File: src/rtl/debounce_pkg.sv
// Shared definitions for the push-button conditioner: clock constant,
// millisecond-to-cycle helper and the per-channel event bundle.
package debounce_pkg;

  // Board clock the default timing parameters are derived from.
  localparam longint unsigned DEFAULT_CLK_HZ = 64'd50_000_000;

  // Per-channel event bundle: debounced level plus the three strobes.
  typedef struct packed {
    logic level;
    logic rise;
    logic fall;
    logic rpt;
  } db_evt_t;

  // Converts a duration in milliseconds into clock cycles at clk_hz.
  function automatic longint unsigned ms_to_cycles(input longint unsigned clk_hz,
                                                   input longint unsigned ms);
    longint unsigned cycles;
    cycles = (clk_hz * ms) / 64'd1000;
    return cycles;
  endfunction

endpackage

File: src/rtl/debounce_chan.sv
// One button channel: synchroniser, polarity correction, saturating
// stability counter and optional auto-repeat generator.
module debounce_chan
  import debounce_pkg::*;
#(
  parameter int   SYNC_STAGES   = 2,
  parameter int   COUNT         = 1000000,
  parameter logic IDLE          = 1'b0,
  parameter int   REPEAT_EN     = 0,
  parameter int   HOLD_CYCLES   = 25000000,
  parameter int   REPEAT_CYCLES = 10000000
) (
  input  logic clk,
  input  logic rst,
  input  logic btn,
  output logic level_out,
  output logic rise_pulse,
  output logic fall_pulse,
  output logic rpt_pulse
);

  localparam int CW = $clog2(COUNT);
  localparam logic [CW-1:0] CNT_LAST = CW'(COUNT - 1);

  logic [SYNC_STAGES-1:0] sync;
  logic                   s;
  logic [CW-1:0]          cnt;
  logic                   level;
  logic                   rise_q;
  logic                   fall_q;
  logic                   rpt_bit;
  logic                   accept;
  logic                   rise_acc;
  logic                   fall_acc;
  db_evt_t                evt;

  // Synchroniser chain; resets to the idle pin level so reset release is silent.
  always_ff @(posedge clk or negedge rst) begin
    if (!rst) begin
      sync <= {SYNC_STAGES{IDLE}};
    end else begin
      sync <= {sync[SYNC_STAGES-2:0], btn};
    end
  end

  // Polarity-corrected sample: 1 always means pressed.
  assign s = sync[SYNC_STAGES-1] ^ IDLE;

  // A change is accepted once the sample has differed for COUNT cycles.
  assign accept   = (s != level) && (cnt == CNT_LAST);
  assign rise_acc = accept & s;
  assign fall_acc = accept & ~s;

  // Stability counter, accepted level and press/release strobes.
  always_ff @(posedge clk or negedge rst) begin
    if (!rst) begin
      cnt    <= '0;
      level  <= 1'b0;
      rise_q <= 1'b0;
      fall_q <= 1'b0;
    end else begin
      rise_q <= rise_acc;
      fall_q <= fall_acc;
      if (s == level) begin
        cnt <= '0;
      end else if (cnt == CNT_LAST) begin
        level <= s;
        cnt   <= '0;
      end else begin
        cnt <= cnt + 1'b1;
      end
    end
  end

  generate
    if (REPEAT_EN != 0) begin : g_rpt
      localparam int RMAX = (HOLD_CYCLES > REPEAT_CYCLES) ? HOLD_CYCLES : REPEAT_CYCLES;
      localparam int RW   = $clog2(RMAX + 1);
      localparam logic [RW-1:0] HOLD_LAST = RW'(HOLD_CYCLES - 1);
      localparam logic [RW-1:0] REP_LAST  = RW'(REPEAT_CYCLES - 1);

      logic [RW-1:0] rc;
      logic          first;
      logic          rpt_q;
      logic          hit;

      // The first repeat waits the longer hold delay, later ones the period.
      assign hit = first ? (rc == HOLD_LAST) : (rc == REP_LAST);

      // Hold timer: restarts on press, free-runs while held, stops on release.
      always_ff @(posedge clk or negedge rst) begin
        if (!rst) begin
          rc    <= '0;
          first <= 1'b1;
          rpt_q <= 1'b0;
        end else begin
          rpt_q <= 1'b0;
          if (rise_acc) begin
            rc    <= '0;
            first <= 1'b1;
          end else if (!level || fall_acc) begin
            rc    <= '0;
            first <= 1'b0;
          end else if (hit) begin
            rpt_q <= 1'b1;
            rc    <= '0;
            first <= 1'b0;
          end else begin
            rc <= rc + 1'b1;
          end
        end
      end

      assign rpt_bit = rpt_q;
    end else begin : g_no_rpt
      assign rpt_bit = 1'b0;
    end
  endgenerate

  // Bundle the registered state into the shared event record.
  assign evt = '{level: level, rise: rise_q, fall: fall_q, rpt: rpt_bit};

  assign level_out  = evt.level;
  assign rise_pulse = evt.rise;
  assign fall_pulse = evt.fall;
  assign rpt_pulse  = evt.rpt;

endmodule

File: src/rtl/debounce_multi.sv
// Multi-channel push-button conditioner: one independent debounce_chan
// per button, each with its own pin polarity.
module debounce_multi
  import debounce_pkg::*;
#(
  parameter int                  CHANNELS      = 4,
  parameter int                  SYNC_STAGES   = 2,
  parameter int                  COUNT         = int'(ms_to_cycles(DEFAULT_CLK_HZ, 64'd20)),
  parameter logic [CHANNELS-1:0] ACTIVE_LOW    = '0,
  parameter int                  REPEAT_EN     = 0,
  parameter int                  HOLD_CYCLES   = int'(ms_to_cycles(DEFAULT_CLK_HZ, 64'd500)),
  parameter int                  REPEAT_CYCLES = int'(ms_to_cycles(DEFAULT_CLK_HZ, 64'd200))
) (
  input  logic                clk,
  input  logic                rst,
  input  logic [CHANNELS-1:0] btn_in,
  output logic [CHANNELS-1:0] level_out,
  output logic [CHANNELS-1:0] rise_pulse,
  output logic [CHANNELS-1:0] fall_pulse,
  output logic [CHANNELS-1:0] rpt_pulse
);

  generate
    for (genvar i = 0; i < CHANNELS; i++) begin : g_chan
      debounce_chan #(
        .SYNC_STAGES  (SYNC_STAGES),
        .COUNT        (COUNT),
        .IDLE         (ACTIVE_LOW[i]),
        .REPEAT_EN    (REPEAT_EN),
        .HOLD_CYCLES  (HOLD_CYCLES),
        .REPEAT_CYCLES(REPEAT_CYCLES)
      ) u_chan (
        .clk       (clk),
        .rst       (rst),
        .btn       (btn_in[i]),
        .level_out (level_out[i]),
        .rise_pulse(rise_pulse[i]),
        .fall_pulse(fall_pulse[i]),
        .rpt_pulse (rpt_pulse[i])
      );
    end
  endgenerate

endmodule

File: config.mk
export PLATFORM = sky130hd
export DESIGN_NAME = debounce_multi
export DESIGN_NICKNAME = d
export VERILOG_FILES = /design/src/rtl/debounce_pkg.sv /design/src/rtl/debounce_chan.sv /design/src/rtl/debounce_multi.sv
export SDC_FILE = /design/constraint.sdc
export NUM_CORES = 1
export LEC_CHECK = 0
export CORE_UTILIZATION = 32
export DETAILED_ROUTE_END_ITERATION = 10
export GPL_TIMING_DRIVEN = 0
export PLACE_DENSITY = 0.54
export SETUP_SLACK_MARGIN = 0.1
export SLEW_MARGIN = 15
export SYNTH_ARGS = -nofsm -noshare
export SYNTH_HDL_FRONTEND = slang
export SYNTH_SLANG_ARGS = --single-unit
File: constraint.sdc
create_clock -name clk -period 2.52 [get_ports clk]
set_input_delay 0.504 -clock clk [delete_from_list [all_inputs] [get_ports clk]]
set_output_delay 0.504 -clock clk [all_outputs]
set_load 0.03 [all_outputs]
==> flow_metrics.env <==
export IMPL_finalSetupTns_ns=0
export IMPL_synthTopCellsByCount="dfrtp_1, nor2_1, xnor2_1"
export IMPL_gp_routability_congestion=0.766
export IMPL_ys_seq_elements=100
export IMPL_via_count=3403
export IMPL_first_pass_iters=4
export IMPL_cts_hold_buf=0
export IMPL_arrival_ns=2.39
export IMPL_required_ns=2.73
export IMPL_max_stage_delay_ns=0.55
export IMPL_clock_sinks=100
export IMPL_dp_final_hpwl_mm=6.07
export IMPL_cp_end_kind="flop"
export IMPL_cts_made_buffers=9
export IMPL_wire_per_inst_um=12.7
export IMPL_layout_cells_non_filler=690
export IMPL_crit_chain="nand3_1 -> or3_1 -> o41ai_4 -> clkbuf_1 -> nor2_1"
export IMPL_rows=44
export IMPL_synth_seq_area_share=0.521
export IMPL_final_seq_area_mm2=0.00250
export IMPL_fmax_ghz=0.458
export IMPL_syn_inst=469
export IMPL_leakagePower_nw=2.21
export IMPL_cts_resized_gates=0
export IMPL_grt_pass1_vias=3339
export IMPL_core_area_mm2=0.0146
export IMPL_grt_pass1_wl_mm=15.5
export IMPL_cts_clk_slew_worst_paths_ns=0.06
export IMPL_grtUsageTotal=0.123
export IMPL_cts_root_buffer="clkbuf_16"
export IMPL_drive_gt1_frac=0.105
export IMPL_hp_class="in -> async"
export IMPL_crit_type="reg -> reg"
export IMPL_r2r_start="g_chan[3].u_chan.cnt[16]"
export IMPL_path_delay_family="simple AND/OR/NAND/NOR gates"
export IMPL_maxCapViolCount=0
export IMPL_drt_iter0_drc=167
export IMPL_cp_slowest_cell="o41ai_4"
export IMPL_setup_violations=0
export IMPL_yosys_area_top_type="dfrtp_1"
export IMPL_yosysUniqueCellTypes=49
export IMPL_synthArstFlopShare=1.00
export IMPL_drc=0
export IMPL_min_period_ns=2.18
export IMPL_fp_dieH_um=124
export IMPL_rsz0062_at_grt="false"
export IMPL_status="complete, no violations"
export IMPL_placed_area_mm2=0.00524
export IMPL_rr_endpoint="g_chan[3].u_chan.cnt[10]"
export IMPL_slew_headroom=0.574
export IMPL_start_util=0.329
export IMPL_worst_path_buf_inv=1
export IMPL_yosys_most_used_dff="dfrtp_1"
export IMPL_nNetsFinal=511
export IMPL_hold_ws_ns=0.0834
export IMPL_area_growth_pct=15.1
export IMPL_yosysMostFrequentCell="dfrtp_1"
export IMPL_place_inst=674
export IMPL_worst_pin_slew_ns=0.636
export IMPL_fin_skew_ns=0.00483
export IMPL_htree_levels=3
export IMPL_fillers=1411
export IMPL_design_area_mm2=0.00552
export IMPL_postRouteAntennaNets=0
export IMPL_yosysWarnings=0
export IMPL_port_buffer_count=17
export IMPL_synth_area_mm2=0.00480
export IMPL_cts_tree="built"
export IMPL_syn_avg_cell_area_um2=10.2
export IMPL_maxSlewViolCount=0
export IMPL_vias_per_cell=4.93
export IMPL_grt_ovfl_total=0
export IMPL_clk_path_buf_depth=2
export IMPL_clkLatencyLatePin_ns=0.34
export IMPL_finalHoldViolations=0
export IMPL_multi_input_area_mm2=0.00210
export IMPL_post_cts_buffers=0
export IMPL_wirelength_mm=8.73
export IMPL_cp_start_kind="flop"
export IMPL_powerDensity_mw_per_mm2=556
export IMPL_worstPathMaxFanout=10
export IMPL_ir_worst_vdd_mv=0.322
export IMPL_synth_edf_count=0
export IMPL_cp_depth=5
export IMPL_die_w_um=124
export IMPL_ys_top_cells_by_area="dfrtp_1, xnor2_1, nor2_1"
export IMPL_grt_max_degree=53
export IMPL_antenna_found_initial=0
export IMPL_dieArea_mm2=0.0155
export IMPL_fin_crit_sh=0.866
export IMPL_pin_count=22
export IMPL_n_antenna_cell=0
export IMPL_r2r_cells=5
export IMPL_r2r_slack_ns=0.34
export IMPL_synth_top_area_frac=0.521
-- cell usage in the layout, fill, tap and decap left out, types with 9 or more instances in the layout --
cell | synthesis | final
dfrtp_1 | 100 | 100
nor2_1 | 64 | 64
xnor2_1 | 34 | 34
nand3_1 | 30 | 30
nand2_1 | 22 | 22
xor2_1 | 20 | 20
a21oi_1 | 18 | 18
nand4_1 | 16 | 16
buf_4 | 16 | 16
clkdlybuf4s50_1 | 0 | 16
inv_1 | 13 | 13
nor3_1 | 13 | 13
or4_1 | 12 | 12
nor4_1 | 11 | 11
and3_1 | 11 | 11
o31ai_1 | 9 | 9
clkbuf_16 | 0 | 9
-- registers in the layout (all words and copies together) (netlist names) --
name and cells:
g_chan.u_chan.cnt 80, g_chan.u_chan.level_out 4, g_chan.u_chan.fall_pulse 4, g_chan.u_chan.rise_pulse 4, g_chan.u_chan.sync 8
-- cell type report --
class                      count  share of cell area
clock inverter                 1            0.000906
multi-input combinational    333               0.380
tap                          184              0.0417
timing repair buffer          18              0.0360
sequential                   100               0.453
buffer                        26              0.0297
clock buffer                  15              0.0503
inverter                      13             0.00883
-- stage by stage --
| stage | worst slack (ns) | util | total power [W] |
|---|---|---|---|
| after global placement | -2.93 | 0.357 | 0.00179 |
| after floorplan | 0.543 | - | 0.00173 |
| after global routing | 0.113 | 0.379 | 0.00321 |
| after CTS | 0.308 | 0.379 | 0.00314 |
| after detailed placement | 0.317 | 0.359 | 0.00180 |
| final | 0.339 | 0.379 | 0.00307 |
-- metal layers --
layer / up-vias / share of wire / global-route usage
met4: 0 / 0.015 / 0.0425
met2: 32 / 0.46 / 0.196
met5: - / 0 / 0
met3: 10 / 0.031 / 0.0391
li1: 1706 / - / -
met1: 1655 / 0.49 / 0.158
-- kinds of logic (layout without fill, tap and decap cells) --
logic type / after synthesis / after routing / synth area share
and+or+nand+nor: 220 / 220 / 0.246
xor gates and xnor gates: 54 / 54 / 0.0985
buffers and inverters: 39 / 73 / 0.0443
AOI/OAI and AO/OA: 46 / 46 / 0.0670
muxes: 5 / 5 / 0.0115
other: 1 / 4 / 0.000781
DFF: 100 / 100 / 0.521
adders and majority gates: 4 / 4 / 0.0104
-- where the power goes --
group	total, W	internal, W	switching [W]
registers	0.00165	0.00163	0.0000205
logic	0.000113	0.0000384	0.0000750
clock network	0.00131	0.000750	0.000562
total	0.00307	0.00242	0.000657
-- worst max path at each step --
stage	startpoint	to	slack, ns
6_report	g_chan[3].u_chan.cnt[16]	g_chan[3].u_chan.cnt[10]	0.34
5_1_grt	g_chan[3].u_chan.cnt[7]	g_chan[3].u_chan.cnt[7]	0.11
4_1_cts	g_chan[3].u_chan.cnt[16]	g_chan[3].u_chan.cnt[10]	0.31
3_5_place_dp	g_chan[3].u_chan.cnt[16]	g_chan[3].u_chan.cnt[5]	0.32
3_3_place_gp	rst	g_chan[1].u_chan.sync[0]	-2.93
2_1_floorplan	g_chan[1].u_chan.cnt[0]	g_chan[1].u_chan.cnt[18]	0.54
Power figures use the tool's default switching activity.
==> variant, RTL diff (config.mk and constraints unchanged) <==
The parameter `CHANNELS` goes from 4 to 8.
--- a/src/rtl/debounce_multi.sv
+++ b/src/rtl/debounce_multi.sv
@@ -5,3 +5,3 @@
 #(
-  parameter int                  CHANNELS      = 4,
+  parameter int                  CHANNELS      = 8,
   parameter int                  SYNC_STAGES   = 2,
Ports: changed (5 resized); port bits go from 22 to 42. No check against the original RTL was run, so the function may have changed too.
==> variant against the original RTL <==
- utilization grew 0.48 points
- routed wire length increased by 100%
- area after synthesis rose by 98%
- clock skew rose by 0.0057 ns
- sequential power rose by 100%
- cell count is 100% higher
- synthesized cell count increased by 100%
- power is 110% higher
- hold slack lost 0.012 ns
- combinational power grew 110%
- critical path type unchanged
- final area grew 100%
- worst setup slack lost 0.087 ns
- sequential cell count is 100 higher
==> variant: results (changes against the original RTL) <==
[global_routing]
grt.total_usage_pct=12.17  ; was 12.35%
grt_max_degree=87  ; was 53
grt_pass1_vias=6435  ; was 3339
grt_use_met3_pct=3.084  ; was 3.909%

[cts]
cts_made_buffers=17  ; was 9
clock_latency_ns=0.43  ; was 0.34 ns
clk_pin_slew_ns=0.07
htree_levels=4  ; was 3

[run_status]
status=completed  ; unchanged

[route]
drt-met1-wl_um=8847  ; was 4317 µm
wl_met3_um=396  ; was 273 µm
wirelength_um=17500  ; was 8730 µm
drtIter0Drc=347  ; was 167
via_count=6681  ; was 3403

[placed_design]
globalplace.congestion=0.7629  ; was 0.7660
postPlaceCellArea_mm2=0.01040  ; was 0.005241 mm²
dp_slack_ns=0.1568  ; was 0.3175 ns
dpl.hpwl_um=11650  ; was 6071 µm

[logic_synthesis]
synthTopCellsByArea=dfrtp_1, xnor2_1, nor2_1, xor2_1, nand3_1  ; unchanged
yosys.area_share.adder_pct=1.053  ; was 1.042%
synthMuxAreaShare_pct=1.198  ; was 1.147%
synth_commonest_cells=dfrtp_1, nor2_1, xnor2_1  ; unchanged
synth_cell_types=48  ; was 49
synthCells=942  ; was 469
synth-compound-area-share_pct=6.687  ; was 6.698%
yosys.area_share.xor_xnor_pct=9.398  ; was 9.851%
ys_seq_area_share_pct=52.65  ; was 52.12%

[sta]
skew_ns=0.01052  ; was 0.004834 ns
relSlewSlack_pct=54.33  ; was 57.45%
holdWs_ns=0.07120  ; was 0.08340 ns
finalCritPeriodShare_pct=90.03  ; was 86.56%

[setup_path]
endpoint=g_chan[1].u_chan.cnt[10]$_DFF_PN0_  ; was g_chan[3].u_chan.cnt[10]$_DFF_PN0_
startpoint=g_chan[1].u_chan.cnt[15]$_DFF_PN0_  ; was g_chan[3].u_chan.cnt[16]$_DFF_PN0_
cp.arrival_ns=2.58  ; was 2.39 ns
r2r_setup_slack_ns=0.25  ; was 0.34 ns
cpPeakStageDelay_ns=0.59  ; was 0.55 ns
critical_path.top_delay_family=simple AND/OR/NAND/NOR gates  ; unchanged

[layout]
reg_top3=g_chan.u_chan.cnt: 160 flops, g_chan.u_chan.sync: 16 flops  ; was g_chan.u_chan.cnt: 80 flops, g_chan.u_chan.sync: 8 flops
nFillCells=2832  ; was 1411
drive_gt1_share_pct=10.15  ; was 10.47%
nNetsFinal=1021  ; was 511
stdcell_count=1399  ; was 690

[power_and_ir_drop]
p_int_w=0.005099  ; was 0.002416 W
p_leak_nw=4.402  ; was 2.213 nW

## variant: cell types whose count changed after synthesis, moves of 18 or more
cell     unedited run  this run
xnor2_1            34        64
buf_4              16        34
a21oi_1            18        44
or3_1               8        27
xor2_1             20        38
dfrtp_1           100       200
or4_1              12        38
nor2_1             64       121
nand2_1            22        45
nand3_1            30        62
## variant: power groups by stage
stage | Clock [W] | Sequential, W | Combinational [W]
detailed placement | 0 | 0.00336 | 0.000239
floorplan | 0 | 0.00335 | 0.000117
finish | 0.00300 | 0.00330 | 0.000233
CTS | 0.00311 | 0.00330 | 0.000240
global route | 0.00324 | 0.00330 | 0.000269
global placement | 0 | 0.00336 | 0.000226
## variant: layout make-up
cell class / instances / share of cell area [%]
buffer: 57 / 3.158
clock buffer: 17 / 3.834
clock inverter: 14 / 1.974
inverter: 30 / 1.015
multi-input combinational: 662 / 37.06
sequential: 200 / 45.11
tap: 384 / 4.331
timing repair buffer: 35 / 3.519
